File: src/rtl/seg7_scan_driver.sv
// Time-multiplexed 4-digit hex display driver for Basys3. New words are
// held pending and swapped in only at a frame boundary; LEDs mirror the word.
module seg7_scan_driver #(
  parameter int REFRESH_DIV = 100000,
  parameter bit ACTIVE_LOW  = 1'b1
) (
  input  logic        clk,
  input  logic        reset,
  input  logic [15:0] din,
  input  logic [3:0]  din_dp,
  input  logic        din_valid,
  input  logic        blank_lz,
  output logic [7:0]  seg,
  output logic [3:0]  an,
  output logic [15:0] led,
  output logic        upd_ack
);
  localparam int PW = $clog2(REFRESH_DIV);
  localparam logic [PW-1:0] LAST = PW'(REFRESH_DIV - 1);
  localparam logic [7:0] SEG_OFF = {8{ACTIVE_LOW}};
  localparam logic [3:0] AN_OFF = {4{ACTIVE_LOW}};

  logic [PW-1:0] presc;
  logic [1:0]    digit_idx;
  logic          pending;
  logic [15:0]   pend_val;
  logic [3:0]    pend_dp;
  logic [15:0]   shown;
  logic [3:0]    shown_dp;
  logic          tick;
  logic          frame_end;
  logic          blank;
  logic [3:0]    nibble;
  logic [6:0]    glyph;
  logic [7:0]    seg_next;
  logic [3:0]    an_next;

  assign tick      = (presc == LAST);
  assign frame_end = tick && (digit_idx == 2'd3);
  assign nibble    = shown[{digit_idx, 2'b00} +: 4];

  // Digit 0 always shows, so a zero word still reads "0".
  assign blank = blank_lz && (digit_idx != 2'd0) &&
                 ((shown >> {digit_idx, 2'b00}) == 16'd0);

  always_comb begin
    glyph = 7'h00;
    unique case (nibble)
      4'h0: glyph = 7'h3F;
      4'h1: glyph = 7'h06;
      4'h2: glyph = 7'h5B;
      4'h3: glyph = 7'h4F;
      4'h4: glyph = 7'h66;
      4'h5: glyph = 7'h6D;
      4'h6: glyph = 7'h7D;
      4'h7: glyph = 7'h07;
      4'h8: glyph = 7'h7F;
      4'h9: glyph = 7'h6F;
      4'hA: glyph = 7'h77;
      4'hB: glyph = 7'h7C;
      4'hC: glyph = 7'h39;
      4'hD: glyph = 7'h5E;
      4'hE: glyph = 7'h79;
      4'hF: glyph = 7'h71;
    endcase
  end

  assign seg_next = (blank ? 8'h00 : {shown_dp[digit_idx], glyph}) ^ SEG_OFF;
  assign an_next  = (4'b0001 << digit_idx) ^ AN_OFF;

  always_ff @(posedge clk or posedge reset) begin
    if (reset) begin
      presc     <= '0;
      digit_idx <= 2'd0;
    end else begin
      presc <= tick ? '0 : presc + 1'b1;
      if (tick) digit_idx <= digit_idx + 2'd1;
    end
  end

  // A strobe on the swap cycle queues behind the word being applied.
  always_ff @(posedge clk or posedge reset) begin
    if (reset) begin
      pending  <= 1'b0;
      pend_val <= 16'd0;
      pend_dp  <= 4'd0;
      shown    <= 16'd0;
      shown_dp <= 4'd0;
      upd_ack  <= 1'b0;
    end else begin
      upd_ack <= frame_end && pending;
      if (frame_end && pending) begin
        shown    <= pend_val;
        shown_dp <= pend_dp;
      end
      if (din_valid) begin
        pend_val <= din;
        pend_dp  <= din_dp;
        pending  <= 1'b1;
      end else if (frame_end) begin
        pending <= 1'b0;
      end
    end
  end

  always_ff @(posedge clk or posedge reset) begin
    if (reset) begin
      seg <= SEG_OFF;
      an  <= AN_OFF;
      led <= 16'd0;
    end else begin
      seg <= seg_next;
      an  <= an_next;
      led <= shown;
    end
  end
endmodule
File: config.mk
export PLATFORM = sky130hd
export DESIGN_NAME = seg7_scan_driver
export DESIGN_NICKNAME = d
export VERILOG_FILES = /design/src/rtl/seg7_scan_driver.sv
export SDC_FILE = /design/constraint.sdc
export NUM_CORES = 1
export LEC_CHECK = 0
export ABC_AREA = 1
export BUFFER_PORTS_ARGS = -buffer_cell sky130_fd_sc_hd__buf_2
export CAP_MARGIN = 5
export CORE_MARGIN = 5
export CORE_UTILIZATION = 25
export DETAILED_ROUTE_END_ITERATION = 12
export SLEW_MARGIN = 20
export SYNTH_ARGS = -nofsm -noshare
export SYNTH_HDL_FRONTEND = slang
export SYNTH_SLANG_ARGS = --single-unit
File: constraint.sdc
create_clock -name clk -period 2.3 [get_ports clk]
set_input_delay 0.23 -clock clk [delete_from_list [all_inputs] [get_ports clk]]
set_output_delay 0.23 -clock clk [all_outputs]
set_load 0.1 [all_outputs]
==> impl_metrics.env <==
export IMPL_slew_violations=0
export IMPL_die_area_um2=19410
export IMPL_fin_crit_sh_pct=82.04
export IMPL_gr_usage_met1_pct=15.03
export IMPL_cp_arrival_ps=2160
export IMPL_synth_top_area_share_pct=46.08
export IMPL_grt_pass1_wl_mm=15.92
export IMPL_fp_row_count=47
export IMPL_cts_root_buf="clkbuf_16"
export IMPL_hold_viol_final=0
export IMPL_fmax_mhz=530.0
export IMPL_place_inst=760
export IMPL_synthMuxAreaShare_pct=0
export IMPL_fillCellCount=1761
export IMPL_synth_largest_area_cell="dfrtp_1"
export IMPL_yosysWarnings=0
export IMPL_reg2reg_slack_ps=410
export IMPL_grt_antenna_before_repair=0
export IMPL_ios=53
export IMPL_cp_start_kind="flop"
export IMPL_diodes=0
export IMPL_power_density_nw_per_um2=640.8
export IMPL_hp_class="input port to flop"
export IMPL_drtIter0Drc=137
export IMPL_min_path_cells=3
export IMPL_synth_compound_area_share_pct=4.458
export IMPL_relSlewSlack_pct=61.36
export IMPL_ys_types=27
export IMPL_vias=3124
export IMPL_wl_mm=9.251
export IMPL_cpMostUsedCell="nand2_1"
export IMPL_cts_htree_levels=3
export IMPL_viasPerCell=4.021
export IMPL_path_clk_slew_ps=60
export IMPL_hpwl_mm=6.942
export IMPL_final_min_clock_period_ps=1887
export IMPL_slowest_stage="nand4_2"
export IMPL_cp_depth=9
export IMPL_ys_ff_latch=89
export IMPL_synth_flop_cell="dfrtp_1"
export IMPL_final_setup_tns_ps=0
export IMPL_port_buffers=52
export IMPL_drive_above_1_share_pct=18.49
export IMPL_grt_met2_usage_pct=13.84
export IMPL_yosys_area_share_simple_pct=26.66
export IMPL_grt_setup_unrepaired="no"
export IMPL_fin_skew_ps=6.836
export IMPL_cts_sinks=89
export IMPL_met3_usage_pct=2.813
export IMPL_grt_max_degree=42
export IMPL_yosys_top_cells_count="136 x nand2_1, 89 x inv_1, 77 x dfrtp_1, 38 x nand3_1, 28 x nor2_1"
export IMPL_synth_edf_count=0
export IMPL_drc=0
export IMPL_drv_cap=0
export IMPL_syn_to_final_growth_pct=19.78
export IMPL_cellLeakagePower_nw=2.839
export IMPL_place_area_um2=4691
export IMPL_grt_pass1_vias=3098
export IMPL_start_util_pct=25.30
export IMPL_worst_r2r_cell_count=9
export IMPL_place_gp_congestion=0.8582
export IMPL_worstSetupEndpointType="flop"
export IMPL_crit_family="simple AND/OR/NAND/NOR gates"
export IMPL_gr_total_overflow=0
export IMPL_crit_chain="ha_1 > nand2_2 > nor2_8 > nand2_4 > inv_2 > nand4_2 > nand2_1 > nand2_1 > inv_1"
export IMPL_layoutNonFillerInstCount=777
export IMPL_worst_slew_pin_slew_ps=579.6
export IMPL_fp_dieW_um=139.3
export IMPL_synth_xor_area_share_pct=1.257
export IMPL_avgSynthCellArea_um2=8.430
export IMPL_drtAntennaViolNets=0
export IMPL_yosysMostFrequentCell="nand2_1"
export IMPL_synth_adder_area_share_pct=3.291
export IMPL_synthArstFlopShare_pct=100.0
export IMPL_insertion_delay_ps=340
export IMPL_final_area_um2=5009
export IMPL_setup_viol=0
export IMPL_run_status="finished clean"
export IMPL_synth_top_family_by_area="simple AND/OR/NAND/NOR gates"
export IMPL_slowest_delay_ps=400
export IMPL_cts_inserted_buffers=9
export IMPL_first_pass_iters=4
export IMPL_post_cts_buffers=0
export IMPL_worstPathRequired_ps=2580
export IMPL_routed_wire_length_per_instance_um=11.91
export IMPL_final_nets=587
export IMPL_fin_util_pct=30.31
export IMPL_worst_path_buf_inv=2
export IMPL_core_area_um2=16520
export IMPL_synthCells=496
export IMPL_ir_drop_mv=0.3730
export IMPL_busiest_layer="met1"
export IMPL_criticalPathCategory="flop to flop"
export IMPL_synth_area_leaders="dfrtp_1 46%, nand2_1 12%, inv_1 8.0%"
export IMPL_grt_util_all_layers_pct=10.07
export IMPL_syn_area_um2=4182
export IMPL_die_y_um=139.3
export IMPL_cts_buffer_depth=2
export IMPL_cp_max_fo=20
export IMPL_syn_num_nets=531
export IMPL_cts_tree="done"
export IMPL_seq_area_frac_synth_pct=53.62
## per-layer routing
layer  vias to the layer above  wire (µm)
li1                       1644          -
met1                      1413       4882
met2                        61       3848
met3                         6        425
met4                         0         95
met5                         -          0
## cell usage in the layout (no fill, tap or decap), types with 5 or more instances in the layout
master and n:
nand3_1 38, dfrtp_1 77, inv_1 88, buf_2 52, inv_2 7, a21oi_1 6, dfstp_2 12, ha_1 11
nand4_1 23, clkbuf_16 9, o21ai_0 27, buf_4 5, nor2_1 28, nand2_1 136, xor2_1 6
## path summary, 6_finish.rpt
kind,from,end
worst max-delay path,presc[0]$_DFF_PP0_,shown[10]$_DFFE_PP0P_
max in group asynchronous,reset,shown_dp[3]$_DFFE_PP0P_
worst min-delay path,din[2],pend_val[2]$_DFFE_PP0P_
worst min register to register,shown[15]$_DFFE_PP0P_,led[15]$_DFF_PP0_
min in group asynchronous,reset,presc[14]$_DFF_PP0_
worst max register to register,presc[0]$_DFF_PP0_,shown[10]$_DFFE_PP0P_
## repair_timing
action,4_1_cts,5_1_grt
hold buffers,1,0
resized for setup,0,0
endpoints found under the hold margin,11,0
## state kept, by name, summed over array words and instances, names as in the netlist
signal,flops
an,4
digit_idx,2
led,16
pend_dp,4
pend_val,16
pending,1
presc,17
seg,8
shown,16
shown_dp,4
upd_ack,1
## worst register-to-register path, delay by kind of cell (launching register included)
kind / cells / cell delay, ps
adders and majority gates: 1 / 240
DFF: 1 / 390
buffers and inverters: 2 / 130
and+or+nand+nor: 6 / 1070
## per-stage QoR
step	hold slack (ps)	worst slack, ps	power [W]
floorplan	337.3	690.8	0.001695
global placement	238.8	436.8	0.001746
detailed placement	242.8	416.3	0.001750
CTS	85.15	388.8	0.003266
global route	94.14	175.4	0.003342
finish	96.46	413.1	0.003209
## logic make-up after synthesis
group                    after synthesis
adder cells (fa/ha/maj)               11
XOR/XNOR                               6
AND/OR/NAND/NOR                      244
AO/OA/AOI/OAI                         36
buffers and inverters                110
flip-flops                            89
## cell type report
type / instances / area, µm² / area share (%)
sequential: 89 / 2242 / 44.77
tap: 220 / 275.3 / 5.496
multi-input combinational: 297 / 1491 / 29.78
clock buffer: 12 / 256.5 / 5.121
inverter: 96 / 364.1 / 7.270
timing repair buffer: 59 / 327.8 / 6.545
clock inverter: 4 / 51.30 / 1.024
## report_power, final
| part | internal (W) | switching, W | total (W) |
|---|---|---|---|
| Combinational | 0.0000355 | 0.0000781 | 0.000114 |
| Sequential | 0.00160 | 0.00000687 | 0.00160 |
| Clock | 0.000901 | 0.000590 | 0.00149 |
(Power assumes the default switching activity.)
